$ cat src/rtl/hrm_ctrl_fsm_pkg.sv
// Shared encodings for the HRM control FSM: state codes, opcodes, ctl bit indices, muxR/aluCtl values.
package hrm_ctrl_pkg;

  localparam logic [4:0] S_RESET      = 5'd0;
  localparam logic [4:0] S_FETCH_I    = 5'd1;
  localparam logic [4:0] S_WAIT_KEY   = 5'd2;
  localparam logic [4:0] S_LOAD_IR    = 5'd3;
  localparam logic [4:0] S_DECODE     = 5'd4;
  localparam logic [4:0] S_INBOX      = 5'd5;
  localparam logic [4:0] S_OUTBOX     = 5'd6;
  localparam logic [4:0] S_INCPC      = 5'd7;
  localparam logic [4:0] S_INCPC2     = 5'd8;
  localparam logic [4:0] S_FETCH_O    = 5'd9;
  localparam logic [4:0] S_LOAD_AR    = 5'd10;
  localparam logic [4:0] S_READMEM    = 5'd11;
  localparam logic [4:0] S_READMEM2   = 5'd12;
  localparam logic [4:0] S_LOAD_AR2   = 5'd13;
  localparam logic [4:0] S_COPYFROM   = 5'd14;
  localparam logic [4:0] S_COPYTO     = 5'd15;
  localparam logic [4:0] S_SET        = 5'd16;
  localparam logic [4:0] S_ADD        = 5'd17;
  localparam logic [4:0] S_SUB        = 5'd18;
  localparam logic [4:0] S_BUMPP      = 5'd19;
  localparam logic [4:0] S_BUMPN      = 5'd20;
  localparam logic [4:0] S_JUMP       = 5'd21;
  localparam logic [4:0] S_JUMPZ      = 5'd22;
  localparam logic [4:0] S_JUMPN      = 5'd23;
  localparam logic [4:0] S_INIT_TIMER = 5'd24;
  localparam logic [4:0] S_WAIT_TIMER = 5'd25;
  localparam logic [4:0] S_HALT       = 5'd26;
  localparam logic [4:0] S_FAULT      = 5'd27;

  localparam logic [3:0] OP_INBOX    = 4'h0;
  localparam logic [3:0] OP_OUTBOX   = 4'h1;
  localparam logic [3:0] OP_COPYFROM = 4'h2;
  localparam logic [3:0] OP_COPYTO   = 4'h3;
  localparam logic [3:0] OP_ADD      = 4'h4;
  localparam logic [3:0] OP_SUB      = 4'h5;
  localparam logic [3:0] OP_BUMPP    = 4'h6;
  localparam logic [3:0] OP_BUMPN    = 4'h7;
  localparam logic [3:0] OP_JUMP     = 4'h8;
  localparam logic [3:0] OP_JUMPZ    = 4'h9;
  localparam logic [3:0] OP_JUMPN    = 4'hA;
  localparam logic [3:0] OP_NOP1     = 4'hB;
  localparam logic [3:0] OP_NOP2     = 4'hC;
  localparam logic [3:0] OP_WAIT     = 4'hD;
  localparam logic [3:0] OP_SET      = 4'hE;
  localparam logic [3:0] OP_HALT     = 4'hF;

  localparam int unsigned CTL_WIR    = 17;
  localparam int unsigned CTL_MUXR_H = 16;
  localparam int unsigned CTL_MUXR_L = 15;
  localparam int unsigned CTL_WR     = 14;
  localparam int unsigned CTL_SRCA   = 13;
  localparam int unsigned CTL_WM     = 12;
  localparam int unsigned CTL_WAR    = 11;
  localparam int unsigned CTL_ALU_H  = 10;
  localparam int unsigned CTL_ALU_L  = 8;
  localparam int unsigned CTL_WPC    = 7;
  localparam int unsigned CTL_RIN    = 6;
  localparam int unsigned CTL_WO     = 5;
  localparam int unsigned CTL_IJUMP  = 4;
  localparam int unsigned CTL_BRANCH = 3;
  localparam int unsigned CTL_RST    = 2;
  localparam int unsigned CTL_HALT   = 1;
  localparam int unsigned CTL_ENT    = 0;

  localparam logic [1:0] MUXR_IN    = 2'b00;
  localparam logic [1:0] MUXR_MEM   = 2'b01;
  localparam logic [1:0] MUXR_CONST = 2'b10;
  localparam logic [1:0] MUXR_ALU   = 2'b11;

  localparam logic [2:0] ALU_ADD = 3'b000;
  localparam logic [2:0] ALU_SUB = 3'b001;
  localparam logic [2:0] ALU_INC = 3'b010;
  localparam logic [2:0] ALU_DEC = 3'b011;
  localparam logic [2:0] ALU_NEG = 3'b100;

endpackage

$ cat src/rtl/hrm_ctrl_fsm_wdog.sv
// Stall watchdog: counts consecutive DECODE stall cycles and flags the one that must divert to FAULT.
module hrm_stall_wdog #(
  parameter int unsigned STALL_MAX = 1023
) (
  input  logic clk,
  input  logic i_rst,
  input  logic stall,
  output logic expire
);

  localparam int unsigned CW = (STALL_MAX < 2) ? 1 : $clog2(STALL_MAX);
  localparam logic [CW-1:0] LAST = CW'((STALL_MAX == 0) ? 0 : STALL_MAX - 1);

  logic [CW-1:0] cnt;

  always_ff @(posedge clk or posedge i_rst) begin
    if (i_rst)
      cnt <= '0;
    else if (stall && !expire)
      cnt <= cnt + 1'b1;
    else
      cnt <= '0;
  end

  // STALL_MAX of zero disables expiry; the counter then just wraps harmlessly
  assign expire = (STALL_MAX != 0) && stall && (cnt == LAST);

endmodule

$ cat src/rtl/hrm_ctrl_fsm.sv
// HRM CPU control FSM with stall watchdog and single-step debug.
// Define HRM_PERF_CNT_EN to build the retired-instruction counter.
module hrm_ctrl_fsm
  import hrm_ctrl_pkg::*;
#(
  parameter int unsigned INSTR_W   = 8,
  parameter int unsigned STALL_MAX = 1023,
  parameter int unsigned CNT_W     = 16
) (
  input  logic               clk,
  input  logic               i_rst,
  input  logic [INSTR_W-1:0] INSTR,
  input  logic               inEmpty,
  input  logic               outFull,
  input  logic               debug,
  input  logic               nxtInstr,
  input  logic               busy,
  output logic [17:0]        ctl,
  output logic               fault,
  output logic [CNT_W-1:0]   retired
);

  logic [4:0] state, nxt;
  logic [3:0] op;
  logic       ind, stall, expire, nxt_q, step;
  logic       unused_instr;

  assign op           = INSTR[INSTR_W-1 -: 4];
  assign ind          = INSTR[INSTR_W-5];
  assign unused_instr = ^INSTR;
  assign step         = nxtInstr & ~nxt_q;
  assign stall        = (state == S_DECODE) &&
                        (((op == OP_INBOX) && inEmpty) || ((op == OP_OUTBOX) && outFull));

  hrm_stall_wdog #(.STALL_MAX(STALL_MAX)) u_wdog (
    .clk    (clk),
    .i_rst  (i_rst),
    .stall  (stall),
    .expire (expire)
  );

  always_comb begin
    nxt = state;
    case (state)
      S_RESET:    nxt = S_FETCH_I;
      S_FETCH_I:  nxt = debug ? S_WAIT_KEY : S_LOAD_IR;
      S_WAIT_KEY: nxt = step ? S_LOAD_IR : S_WAIT_KEY;
      S_LOAD_IR:  nxt = S_DECODE;
      S_DECODE: begin
        if (stall)
          nxt = expire ? S_FAULT : S_DECODE;
        else begin
          case (op)
            OP_INBOX:          nxt = S_INBOX;
            OP_OUTBOX:         nxt = S_OUTBOX;
            OP_NOP1, OP_NOP2:  nxt = S_INCPC;
            OP_HALT:           nxt = S_HALT;
            default:           nxt = S_INCPC2;
          endcase
        end
      end
      S_INCPC2:   nxt = S_FETCH_O;
      S_FETCH_O: begin
        case (op)
          OP_JUMP:  nxt = S_JUMP;
          OP_JUMPZ: nxt = S_JUMPZ;
          OP_JUMPN: nxt = S_JUMPN;
          OP_SET:   nxt = S_SET;
          OP_WAIT:  nxt = S_INIT_TIMER;
          default:  nxt = S_LOAD_AR;
        endcase
      end
      S_LOAD_AR: begin
        if ((op == OP_COPYTO) && !ind) nxt = S_COPYTO;
        else if (ind)                  nxt = S_READMEM2;
        else                           nxt = S_READMEM;
      end
      S_READMEM2: nxt = S_LOAD_AR2;
      S_LOAD_AR2: nxt = (op == OP_COPYTO) ? S_COPYTO : S_READMEM;
      S_READMEM: begin
        case (op)
          OP_COPYFROM: nxt = S_COPYFROM;
          OP_ADD:      nxt = S_ADD;
          OP_SUB:      nxt = S_SUB;
          OP_BUMPP:    nxt = S_BUMPP;
          OP_BUMPN:    nxt = S_BUMPN;
          default:     nxt = S_HALT;
        endcase
      end
      S_BUMPP, S_BUMPN:                         nxt = S_COPYTO;
      S_INBOX, S_OUTBOX, S_COPYFROM, S_COPYTO,
      S_ADD, S_SUB, S_SET:                      nxt = S_INCPC;
      S_INIT_TIMER:                             nxt = S_WAIT_TIMER;
      S_WAIT_TIMER:                             nxt = busy ? S_WAIT_TIMER : S_INCPC;
      S_INCPC, S_JUMP, S_JUMPZ, S_JUMPN:        nxt = S_FETCH_I;
      S_HALT:                                   nxt = S_HALT;
      S_FAULT:                                  nxt = S_FAULT;
      default:                                  nxt = S_FAULT;
    endcase
  end

  always_comb begin
    ctl = '0;
    case (state)
      S_RESET:    ctl[CTL_RST] = 1'b1;
      S_LOAD_IR:  ctl[CTL_WIR] = 1'b1;
      S_INBOX:    begin ctl[CTL_RIN] = 1'b1; ctl[CTL_WR] = 1'b1; ctl[CTL_MUXR_H:CTL_MUXR_L] = MUXR_IN; end
      S_OUTBOX:   ctl[CTL_WO] = 1'b1;
      S_INCPC, S_INCPC2: ctl[CTL_WPC] = 1'b1;
      S_COPYFROM: begin ctl[CTL_WR] = 1'b1; ctl[CTL_MUXR_H:CTL_MUXR_L] = MUXR_MEM; end
      S_SET:      begin ctl[CTL_WR] = 1'b1; ctl[CTL_MUXR_H:CTL_MUXR_L] = MUXR_CONST; end
      S_ADD:      begin ctl[CTL_WR] = 1'b1; ctl[CTL_MUXR_H:CTL_MUXR_L] = MUXR_ALU; ctl[CTL_ALU_H:CTL_ALU_L] = ALU_ADD; end
      S_SUB:      begin ctl[CTL_WR] = 1'b1; ctl[CTL_MUXR_H:CTL_MUXR_L] = MUXR_ALU; ctl[CTL_ALU_H:CTL_ALU_L] = ALU_SUB; end
      S_BUMPP:    begin ctl[CTL_WR] = 1'b1; ctl[CTL_MUXR_H:CTL_MUXR_L] = MUXR_ALU; ctl[CTL_ALU_H:CTL_ALU_L] = ALU_INC; end
      S_BUMPN:    begin ctl[CTL_WR] = 1'b1; ctl[CTL_MUXR_H:CTL_MUXR_L] = MUXR_ALU; ctl[CTL_ALU_H:CTL_ALU_L] = ALU_DEC; end
      S_COPYTO:   ctl[CTL_WM] = 1'b1;
      S_LOAD_AR:  ctl[CTL_WAR] = 1'b1;
      S_LOAD_AR2: begin ctl[CTL_WAR] = 1'b1; ctl[CTL_SRCA] = 1'b1; end
      S_JUMP:     begin ctl[CTL_BRANCH] = 1'b1; ctl[CTL_IJUMP] = 1'b1; ctl[CTL_WPC] = 1'b1; end
      S_JUMPZ:    begin ctl[CTL_BRANCH] = 1'b1; ctl[CTL_WPC] = 1'b1; ctl[CTL_ALU_H:CTL_ALU_L] = ALU_ADD; end
      S_JUMPN:    begin ctl[CTL_BRANCH] = 1'b1; ctl[CTL_WPC] = 1'b1; ctl[CTL_ALU_H:CTL_ALU_L] = ALU_NEG; end
      S_INIT_TIMER: ctl[CTL_ENT] = 1'b1;
      S_HALT, S_FAULT: ctl[CTL_HALT] = 1'b1;
      default:    ctl = '0;
    endcase
  end

  always_ff @(posedge clk or posedge i_rst) begin
    if (i_rst) begin
      state <= S_RESET;
      nxt_q <= 1'b0;
      fault <= 1'b0;
    end else begin
      state <= nxt;
      nxt_q <= nxtInstr;
      fault <= fault | (nxt == S_FAULT);
    end
  end

`ifdef HRM_PERF_CNT_EN
  logic [CNT_W-1:0] ret_cnt;
  logic             retire;

  // HALT retires on entry; everything else retires on its return to FETCH_I
  assign retire = ((nxt == S_FETCH_I) &&
                   ((state == S_INCPC) || (state == S_JUMP) || (state == S_JUMPZ) || (state == S_JUMPN))) ||
                  ((nxt == S_HALT) && (state != S_HALT));

  always_ff @(posedge clk or posedge i_rst) begin
    if (i_rst)
      ret_cnt <= '0;
    else if (retire)
      ret_cnt <= ret_cnt + 1'b1;
  end

  assign retired = ret_cnt;
`else
  assign retired = '0;
`endif

endmodule

$ cat config.mk
export PLATFORM = sky130hd
export DESIGN_NAME = hrm_ctrl_fsm
export DESIGN_NICKNAME = d
export VERILOG_FILES = /design/src/rtl/hrm_ctrl_fsm_pkg.sv /design/src/rtl/hrm_ctrl_fsm_wdog.sv /design/src/rtl/hrm_ctrl_fsm.sv
export SDC_FILE = /design/constraint.sdc
export NUM_CORES = 1
export LEC_CHECK = 0
export BUFFER_PORTS_ARGS = -buffer_cell sky130_fd_sc_hd__clkbuf_2
export CAP_MARGIN = 20
export CORE_MARGIN = 10
export CORE_UTILIZATION = 25
export CTS_BUF_LIST = sky130_fd_sc_hd__clkbuf_2 sky130_fd_sc_hd__clkbuf_4 sky130_fd_sc_hd__clkbuf_8
export CTS_CLUSTER_DIAMETER = 30
export DETAILED_ROUTE_END_ITERATION = 8
export HOLD_SLACK_MARGIN = 0.12
export PLACE_DENSITY = 0.54
export SETUP_SLACK_MARGIN = 0.1
export SYNTH_ARGS = -nofsm -noshare
export SYNTH_HDL_FRONTEND = slang
export SYNTH_SLANG_ARGS = --single-unit
$ cat constraint.sdc
create_clock -name clk -period 2.15 [get_ports clk]
set_input_delay 0.5375 -clock clk [delete_from_list [all_inputs] [get_ports clk]]
set_output_delay 0.5375 -clock clk [all_outputs]
set_load 0.02 [all_outputs]
* Yosys cells after proc, flatten, opt, wreduce, memory -nomap -nowiden
Cells that the tools add are included.
Word-level totals: output and inout port bits 35, logic and storage cells 99, bits of input ports 15, register bits after elaboration 17
Cells by class: reduce and logical (&&, ||, !) cells 20, equal/unequal tests 44, multiplexer cells 27, bitwise gates (word level) 3, add/sub/neg operators 1
Operator list (count):
- one-hot mux 5 bit (16 select lines) | 1
- equality test 5 bit, second input constant | 13
- one-hot mux 5 bit (5 select lines) | 2
- equality test 5 x 4 -> 1 bit, second input constant | 8
- equality test 4 bit, second input constant | 8
- one-hot mux 3 bit (4 select lines) | 2
- equality test 5 x 3 -> 1 bit, second input constant | 4
- one-hot mux 5 bit (4 select lines) | 1
- equality test 4 x 3 -> 1 bit, second input constant | 4
- 2-to-1 mux 5 bit | 3
- 2-to-1 mux 1 bit | 14
- adder 10 x 1 -> 10 bit, second input constant | 1
- equality test 10 bit, second input constant | 1
- equality test 5 x 2 -> 1 bit, second input constant | 2
- 2-to-1 mux 10 bit | 1
- OR reduction 5 bit | 2
- 2-to-1 mux 3 bit | 3
- equality test 4 x 2 -> 1 bit, second input constant | 2
- OR reduction 2 bit | 4
- OR reduction 7 bit | 1
- logical AND 1 bit | 6
- equality test 5 x 1 -> 1 bit, second input constant | 1
- logical NOT 5 bit | 1
- equality test 4 x 1 -> 1 bit, second input constant | 1
- 8 further kinds | 9

* Longest topological paths before layout
Gate-level depths: netlist of the first run.
depth in word-level cells 10, depth in mapped cells 8, mapped depth without buffers 8

* By module
A second synthesis of the first run with hierarchy kept.
Second synthesis, totals: cells, all modules 239, area, all modules 1814.2 µm²
By module, submodules not included:
- hrm_ctrl_fsm | instances 1, sequential area each 175.2 µm², cells each 184, area each 1271.2 µm²
- hrm_stall_wdog | instances 1, sequential area each 250.2 µm², cells each 55, area each 543.0 µm²

* Least setup slack after synthesis of the first run
No wires, ideal clock.
path kind reg-to-reg, from register state[0], to register fault, data required time 2047 ps, data arrival time 1965 ps, slack 82 ps, path buffers 1, library setup time 103 ps, clock period less this slack 2068 ps, stages on the path, launching flop included 8, cells stage by stage dfrtp_1 -> buf_2 -> or2_2 -> o32ai_1 -> a31oi_1 -> nand4_1 -> nand2_1 -> o41ai_2
Between the ends: word-level cells in the longest chain between the ends 8, elaborated cells between the ends (all ways) 37, classes of those cells eq/ne (27); mux (3); bitwise (1); reduce/logical (6)
RTL lines:
- start, declared | RTL line hrm_ctrl_fsm.sv:23 | logic [4:0] state, nxt;
- start signal, assigned | RTL line hrm_ctrl_fsm.sv:134 | state <= nxt;
- equality test 5 x 3 -> 1 bit | RTL line hrm_ctrl_fsm.sv:32, hrm_ctrl_fsm.sv:44
- logical AND 1 bit | RTL line hrm_ctrl_fsm.sv:32 | assign stall = (state == S_DECODE) &&
- logical AND 1 bit | RTL line hrm_ctrl_fsm_wdog.sv:26 | assign expire = (STALL_MAX != 0) && stall && (cnt == LAST);
- 2-to-1 mux 5 bit | RTL line hrm_ctrl_fsm.sv:51 | nxt = expire ? S_FAULT : S_DECODE;
- 2-to-1 mux 5 bit | RTL line hrm_ctrl_fsm.sv:50 | if (stall)
- one-hot mux 5 bit (16 select lines) * | RTL line hrm_ctrl_fsm.sv:44 | case (state)
- via nxt[3] | RTL line hrm_ctrl_fsm.sv:23
- equality test 5 bit * | RTL line hrm_ctrl_fsm.sv:136 | fault <= fault | (nxt == S_FAULT);
- OR 1 bit * | RTL line hrm_ctrl_fsm.sv:136
- end signal, assigned | RTL line hrm_ctrl_fsm.sv:136
- end, declared | RTL line hrm_ctrl_fsm.sv:19 | output logic fault,
Mark *: on every way through the listed nets, which the timed path passes. The rest lies on a longest branch.

* Worst setup path in the final report of the first run
from register state[1], to output ctl[15]
Between the ends: word-level cells in the longest chain between the ends 3, elaborated cells between the ends (all ways) 9, classes of those cells eq/ne (7); mux (1); reduce/logical (1)
RTL lines:
- equality test 5 bit | RTL line hrm_ctrl_fsm.sv:104 | case (state)
- OR reduction 4 bit (no source line)
- one-hot mux 3 bit (4 select lines) * | RTL line hrm_ctrl_fsm.sv:104
- end, declared | RTL line hrm_ctrl_fsm.sv:18 | output logic [17:0] ctl,
Mark *: on every way between the ends. The rest lies on a longest branch, timed or not.

==> impl_results.md, run 1 <==
* Layout cells sized above 1 at 40.9%
* DIE WIDTH at 103 µm
* Initial antenna violation count at 0
* Vias at 1765
* Worst-path maximum fanout at 5
* GR Util All Layers at under 10%
* DRT iter0 DRCs at 78
* Vias per cell at 4.82
* Cell area after synthesis at 0.00172 mm²
* Clk_skew at 0.00562 ns
* TritonCTS clock tree: built
* Max H-tree Level at 1
* Num rows at 30
* CTS sink count at 17
* Fmax at 473 MHz
* Endpoints failing setup at 0
* Diodes inserted at 0
* Vias in the first global route at approximately 1800
* GR Overflow Total at 0
* Max Cap Viol at 0
* Static leakage at 0.00107 µW
* RD Place Congestion at 0.855
* Clk Latency, worst-skew pair at 0.25 ns
* HP Class: in2async
* Predominant post-synthesis flop cell: dfrtp_1
* Final period util at a little over nine tenths
* First-pass GRT wire length at between 8000 and 9000 µm
* Synth Register Bits at 17
* Crit start category: flop
* Tightest Pin Transition at 0.628 ns
* Input/output buffers at 30
* Hold_ws at 0.342 ns
* Ys async rst share at 100%
* Wire per inst at 14.4 µm
* Crit Path Class: reg2out
* Worst-path clk slew at about 0.06 ns
* Clock buffer depth at 2
* Fill cells at between 700 and 800
* Critical Path End Type: output port
* Effective utilization at floorplan at approximately a quarter
* Number of synthesized flops with an enable pin at 0
* Power, Total at 2470 µW
* Post-DP HPWL at around 4000 µm
* Clock period minus worst slack at 2.11 ns
* Root Buffer Master: clkbuf_8
* Fin. max-slew vios at 0
* NumNets Final at approximately 300
* ANT nets after route at 0
* Total CTS buffers at 3
* Core box area at 0.00672 mm²
* Synth unique cells at 56
* Max VDD drop at 347 µV
* Relative slew margins at approximately three fifths
* Hold Buf Count CTS at 0
* Post-route DRC violation count at 0
* Syn Inst Count at 221
* Non-Filler Instances at approximately 370
* First drt pass iteration count at 4
* Pwr/cell area at between 1000 and 1500 mW/mm²
* Setup TNS at 0 ns
* Post-Syn Area per Cell at 7.77 µm²
* Register area share after synthesis at 24.8%
* Hold Vio Cnt, Final at 0
* Final wirelength at 5270 µm
* Worst Path Arrival at 1.58 ns
* Die H at 103 µm
* Worst EP required at 1.61 ns
* Synth-to-layout area growth at 41.0%
* Outcome: complete, no violations
* # placed instances at 355
* Unrepaired setup endpoints after global routing: true
* YS warnings at 0
* I/O pin count at 50
* Die area at between 0.01 and 0.015 mm²
* Largest net degree at the start of global routing at 18
[path summary, 6_finish.rpt]
check,to,startpoint,depth (start not counted),slack (ns)
worst min register to register,fault,fault,2,0.48
worst max-delay path,ctl[15],state[1],6,0.04
worst max register to register,fault,state[0],8,0.11
worst min-delay path,u_wdog.cnt[6],i_rst,2,0.34
max in group asynchronous,state[2],i_rst,2,1.36
min in group clk,nxt_q,nxtInstr,1,0.41
[cell usage in the layout (no fill, tap or decap), types with 6 or more instances in the layout]
master,instances
nor2_1,21
buf_6,7
nor3_1,7
o21ai_0,6
inv_1,10
nand3_1,12
conb_1,16
clkbuf_2,17
buf_4,49
dfrtp_1,12
xor2_1,8
nand2_1,12
[per-stage QoR]
| stage | worst slack, ns | cell area, µm² | util, % |
|---|---|---|---|
| after floorplan | 0.101 | 1780 | - |
| after global placement | -0.0118 | 2150 | 32.0 |
| after detailed placement | 0.00852 | 2150 | 32.0 |
| after CTS | -0.00418 | 2290 | 34.1 |
| after global routing | -0.0389 | 2420 | 36.0 |
| final | 0.0356 | 2420 | 36.0 |
[cells by family after synthesis]
group / synth area share, %
other: 0.218
muxes: 1.17
DFF: 24.8
buffers and inverters: 14.4
and+or+nand+nor: 31.9
AOI/OAI and AO/OA: 19.5
xor gates and xnor gates: 6.63
adders and majority gates: 1.46
[critical path, stage by stage (launching register included)]
cell and delay (ns):
dfrtp_2 0.45, buf_6 0.14, or3_4 0.32, a21oi_2 0.11, nand2_1 0.07, o31ai_2 0.06, buf_4 0.18
[cell type report]
class / instances / area, µm² / area share, %
well taps: 80 / 100 / 4.13
repair buffers: 78 / 584 / 24.1
clock buffers: 4 / 48.8 / 2.02
flip-flops and latches: 17 / 432 / 17.8
inverters: 12 / 50.0 / 2.07
multi-input cells: 175 / 1210 / 49.8
[synth_stat cells, types with 3 or more instances]
cell      number  area (µm²)
nor2_1        22        82.6
dfrtp_1       17         425
buf_4         16         120
inv_1         12        45.0
nand2_1       12        45.0
nand3_1       12        60.1
buf_2         11        55.1
nor3_1        10        50.1
o21ai_0        8        40.0
xor2_1         8        70.1
nand2b_1       7        43.8
nor2b_1        6        37.5
a21oi_1        5        25.0
a31oi_1        5        31.3
xnor2_1        5        43.8
and3_1         4        25.0
clkbuf_1       4        15.0
nor4_1         4        25.0
nor3b_1        3        22.5
o311a_1        3        30.0
[metal layers]
metal / vias up / global-route usage [%] / share of wire (%)
met3: 0 / 2.28 / 6.5
li1: 887 / - / -
met5: - / 0 / 0
met2: 48 / 16.8 / 49
met4: 0 / 0.963 / 0
met1: 830 / 12.5 / 44
[report_power, final]
group          internal [µW]  total, µW  switching (µW)
sequential               371        462            90.8
clock                    144        242            97.9
combinational            869       1760             896
total                   1380       2470            1080
[registers in the layout, indices dropped and copies added, names as in the netlist]
name / cells
nxt_q: 1
state: 5
u_wdog.cnt: 10
fault: 1
[repair_timing]
action	CTS	global route
pin swaps	2	6
resized for setup	24	40
buffers inserted	3	4
endpoints found under the setup margin	12	15
(Power assumes the default switching activity.)
==> run 2: changes to the inputs <==
--- a/config.mk
+++ b/config.mk
@@ -13,7 +13,7 @@
 export CTS_CLUSTER_DIAMETER = 30
 export DETAILED_ROUTE_END_ITERATION = 8
 export HOLD_SLACK_MARGIN = 0.12
-export PLACE_DENSITY = 0.54
+export PLACE_DENSITY = 0.43
 export SETUP_SLACK_MARGIN = 0.1
 export SYNTH_ARGS = -nofsm -noshare
 export SYNTH_HDL_FRONTEND = slang
==> run 2 against run 1 <==
  * Clock skew down 0.0040 ns
  * Clock power down 4%
  * Flip-flop and latch count unchanged
  * Combinational power about the same
  * Final area down 0.36%
  * Critical path depth down 2
  * Hold slack better by 0.0098 ns
  * First-iteration DRC count up 29%
  * Non-clock buffer count down 2
==> impl_results.md, run 2 (same netlist as run 1, synthesis figures left out) <==
* Critical Path End: ctl[9]
* Outcome: complete, no violations
* Setup WS pre-CTS at -0.0140 ns
* Crit start category: flop
* Worst-path clk slew at 0.06 ns
* Max H-tree Level at 1
* Worst-path maximum fanout at 7
* DIE WIDTH at around 100 µm
* Vias in the first global route at 1696
* Critical path origin: state[0]
* Worst flop-to-flop path startpoint: state[1]
* Fin worst setup slack at 0.0556 ns
* Clock period minus worst slack at 2.09 ns
* Endpoints failing setup at 0
* Core box area at 0.00672 mm²
* Fmax at between 400 and 500 MHz
* Commonest non-fill, non-tap cells in the layout: buf_4 (49), nor2_1 (19), conb_1 (16)
* Num rows at 30
* Pwr/cell area at between 1000 and 1500 mW/mm²
* Worst Path Arrival at ~1.6 ns
* GR Util All Layers at about a tenth
* Cell Area, Placed at about 0.0021 mm²
* Final period util at 97.4%
* Terminus of the critical flop-to-flop path: fault
* Diodes inserted at 0
* Design area at 0.00241 mm²
* Post-route DRC violation count at 0
* ANT nets after route at 0
* Effective utilization at floorplan at 25.5%
* Non-Filler Instances at 364
* Post-DP HPWL at 4130 µm
* DRT iter0 DRCs at approximately 100
* Clk_skew at 0.00160 ns
* # placed instances at between 300 and 400
* Vias per cell at around 4.8
* Hold Vio Cnt, Final at 0
* Total CTS buffers at 3
* Unrepaired setup endpoints after global routing: true
* Fin. max-slew vios at 0
* Crit Path Class: reg2out
* Final wirelength at 5280 µm
* Max VDD drop at about 480 µV
* First-pass GRT wire length at 8270 µm
* GR Overflow Total at 0
* HP Class: in2async
* Initial antenna violation count at 0
* Fill cells at 714
* NumNets Final at 302
* Input/output buffers at 30
* First drt pass iteration count at 4
* Clock buffer depth at 2
* Setup TNS at 0 ns
* Worst Reg-to-Reg Cells at 8
* Die H at between 100 and 150 µm
* Layout cells sized above 1 at 38.7%
* CTS sink count at 17
* Most common cell after layout, fill and taps aside: buf_4
* RD Place Congestion at 0.826
* Vias at between 1500 and 2000
* Hold Buf Count CTS at 0
* Hold_ws at 0.352 ns
* Biggest regs: u_wdog.cnt: 10 flops, state: 5 flops
* Wire per inst at 14.5 µm
* Critical Path End Type: output port
* Max Cap Viol at 0
* Tightest Pin Transition at about 0.65 ns
* Root Buffer Master: clkbuf_8
* Clk Latency, worst-skew pair at 0.25 ns
* Setup slack, reg-to-reg at 0.13 ns
* Static leakage at 0.00107 µW
* Synth-to-layout area growth at 40.5%
* I/O pin count at 50
* Largest net degree at the start of global routing at 18
* Max reg flops at 10
* Worst EP required at 1.61 ns
* TritonCTS clock tree: built
* Die area at ~0.011 mm²
* Register with the most flip-flops: u_wdog.cnt
* Relative slew margins at 56.3%
[run 2: worst min path at each step]
| stage | to | slack [ns] | cells past startpoint |
|---|---|---|---|
| after global placement | fault | 0.49 | 2 |
| after detailed placement | fault | 0.49 | 2 |
| after global routing | nxt_q | 0.39 | 1 |
| final | nxt_q | 0.35 | 2 |
| after floorplan | fault | 0.46 | 1 |
| after CTS | nxt_q | 0.37 | 2 |
[run 2: cell type report]
type / instances / area [µm²] / area share, %
inverters: 12 / 45.0 / 1.87
clock buffers: 3 / 41.3 / 1.71
multi-input cells: 175 / 1210 / 50.3
repair buffers: 76 / 578 / 24.0
clock inverters: 1 / 5.00 / 0.207
well taps: 80 / 100 / 4.15
flip-flops and latches: 17 / 429 / 17.8
[run 2: per-stage QoR]
stage / utilization [%] / total power [µW]
after floorplan: - / 1340
after global placement: 31.3 / 1880
after detailed placement: 31.3 / 1870
after CTS: 34.6 / 2350
after global routing: 35.9 / 2640
final: 35.9 / 2440
[run 2: critical path, stage by stage, from the launching register on]
cell and delay (ns):
dfrtp_2 0.44, buf_12 0.15, or2_4 0.25, o32ai_4 0.27, clkbuf_8 0.19
[run 2: metal layers]
layer	track usage (%)	wire length [µm]
met1	12.2	2500
met2	16.3	2470
met3	1.81	268
met4	1.71	42
met5	0	0
[run 2: where the power goes]
| part | internal (µW) | total, µW | switching (µW) |
|---|---|---|---|
| registers | 368 | 437 | 69.3 |
| clock network | 128 | 232 | 104 |
| logic | 853 | 1770 | 917 |
[run 2: timing repair]
action,in CTS,in global routing
setup endpoints to repair,17,16
pin swaps,4,6
resized for setup,29,34
setup buffers,10,1
==> run 3: changes to the inputs <==
--- a/config.mk
+++ b/config.mk
@@ -12,6 +12,7 @@
 export CTS_BUF_LIST = sky130_fd_sc_hd__clkbuf_2 sky130_fd_sc_hd__clkbuf_4 sky130_fd_sc_hd__clkbuf_8
 export CTS_CLUSTER_DIAMETER = 30
 export DETAILED_ROUTE_END_ITERATION = 8
+export GPL_TIMING_DRIVEN = 0
 export HOLD_SLACK_MARGIN = 0.12
 export PLACE_DENSITY = 0.43
 export SETUP_SLACK_MARGIN = 0.1
==> run 3 against run 2 <==
  * The flow now finishes with violations (setup timing)
  * Non-clock buffer count up 6
  * Worst setup slack worse by 0.14 ns
  * Utilization up 3.2 points
  * Routed wire length up 8.2%
  * Cell count up 1.6%
  * Combinational power up 20%
  * Fmax down 6.4%
  * Register-to-register slack worse by 0.11 ns
  * Critical path depth up 3
  * Highest routed layer unchanged
==> impl_results.md, run 3 (same netlist as run 1, synthesis figures left out) <==
* NumNets Final at between 300 and 400
* Static leakage at 0.00115 µW
* Endpoints failing setup at 3
* Most Crowded Layer GR: met2
* Fmax at 447 MHz
* Synth-to-layout area growth at 53.2%
* Clock buffer depth at 2
* I/O pin count at 50
* DIE WIDTH at 103 µm
* Outcome: finished, violations left
* Layout cells sized above 1 at ~44%
* Die area at 0.0106 mm²
* Num rows at 30
* Wire per inst at 15.4 µm
* Core box area at 0.00672 mm²
* Crit start category: flop
* Worst-path clk slew at ~0.07 ns
* First-pass GRT wire length at 8910 µm
* Total CTS buffers at 3
* Worst path slowest cell: dfrtp_1
* Crit Path Class: reg2out
* GR Overflow Total at 0
* CP Cell Sequence: buf_6 > buf_6 > or3_4 > a21oi_2 > nand2_1 > o31ai_2 > buf_4
* Fin util at approximately 40%
* Vias at 1839
* ANT nets after route at 0
* Die H at 103 µm
* Tightest Pin Transition at approximately 0.65 ns
* Worst stage delay on the critical path at about 0.40 ns
* Clk_skew at 0.00379 ns
* Biggest regs: u_wdog.cnt: 10 flops, state: 5 flops
* HP Class: in2async
* Worst Path Arrival at 1.70 ns
* Unrepaired setup endpoints after global routing: true
* DRT iter0 DRCs at 50
* Largest net degree at the start of global routing at 18
* Hold Buf Count CTS at 0
* Effective utilization at floorplan at around 26%
* Met1 usage at 13.5%
* Initial antenna violation count at 0
* Max Cap Viol at 0
* Max VDD drop at between 300 and 400 µV
* Setup WS pre-CTS at -0.163 ns
* M2 GR Usage at 16.6%
* TritonCTS clock tree: built
* GR Util All Layers at 10.4%
* Input/output buffers at 30
* Commonest non-fill, non-tap cells in the layout: buf_4 (44), nor2_1 (20), conb_1 (16), dfrtp_1 (16), clkbuf_2 (14)
* Critical Path End Type: output port
* Clk Latency, worst-skew pair at about 0.25 ns
* Worst EP required at around 1.6 ns
* Post-route DRC violation count at 0
* Fill cells at 702
* Relative slew margins at 56.8%
* Fin worst setup slack at -0.0876 ns
* Hold Vio Cnt, Final at 0
* Met3 Usage GRT at 2.61%
* Most common cell after layout, fill and taps aside: buf_4
* Fin. max-slew vios at 0
* CTS sink count at 17
* Most used cell, CP: buf_6
* Vias per cell at just under 5
* Worst-path maximum fanout at 2
* Post-DP HPWL at roughly 4100 µm
* Final period util at 104%
* Max H-tree Level at 1
* Register with the most flip-flops: u_wdog.cnt
* RD Place Congestion at about 0.85
* Failing checks: setup timing
* Setup TNS at -0.168 ns
* Clock period minus worst slack at 2.24 ns
* Final wirelength at 5720 µm
* Vias in the first global route at 1747
* Diodes inserted at 0
* Root Buffer Master: clkbuf_8
* Pwr/cell area at 1050 mW/mm²
* First drt pass iteration count at 4
* Max reg flops at 10
==> run 3: cell count changes in the layout (fill, tap and decap cells not counted), moves of 3 or more <==
cell      change
buf_4         -5
buf_6         +7
clkbuf_8      +3
nor4_1        -3
nor4_2        +3
==> run 3: timing repair <==
| action | in CTS | in global routing |
|---|---|---|
| buffers inserted | 17 | 4 |
| pin swaps | 15 | 11 |
| resized for setup | 71 | 46 |
| endpoints found under the setup margin | 17 | 29 |
==> run 3: layout make-up <==
class / count / area (µm²) / share of cell area, %
clock buffers: 3 / 41.3 / 1.57
well taps: 80 / 100 / 3.81
inverters: 12 / 45.0 / 1.71
flip-flops and latches: 17 / 427 / 16.2
plain buffers: 32 / 294 / 11.2
multi-input cells: 175 / 1330 / 50.4
repair buffers: 50 / 392 / 14.9
clock inverters: 1 / 5.00 / 0.190
==> run 3: worst paths after layout <==
path / start / to / slack [ns] / cells after the start
worst min-delay path: i_rst / u_wdog.cnt[4] / 0.35 / 2
worst max register to register: state[1] / fault / 0.02 / 8
min in group clk: nxtInstr / nxt_q / 0.41 / 1
worst max-delay path: state[1] / ctl[15] / -0.09 / 7
worst min register to register: fault / fault / 0.49 / 2
max in group asynchronous: i_rst / u_wdog.cnt[0] / 1.35 / 2
==> run 3: metrics by stage <==
stage,hold WS [ns],instance area [µm²],cells,power (µW)
global placement,0.448,2030,346,1690
floorplan,0.464,1780,236,1340
finish,0.347,2630,370,2760
detailed placement,0.466,2030,346,1670
global route,0.395,2630,370,2910
CTS,0.376,2480,367,2520
==> run 3: worst max-delay path, delay by kind of cell (launching register included) <==
kind,cells,cell delay [ns]
AOI/OAI and AO/OA,2,0.19
buffers and inverters,3,0.41
DFF,1,0.40
and+or+nand+nor,2,0.44
==> run 3: report_power, final <==
group          internal, µW  total, µW  switching [µW]
logic                  1010       2130            1120
clock network           128        234             105
registers               363        393            29.2
total                  1500       2760            1260
==> run 3: routing by layer <==
layer  up-vias  share of wire, %  wire, µm
li1        901                 -         -
met1       869                44      2530
met2        61                47      2680
met3         8               6.5       374
met4         0               2.3       130
met5         -                 0         0
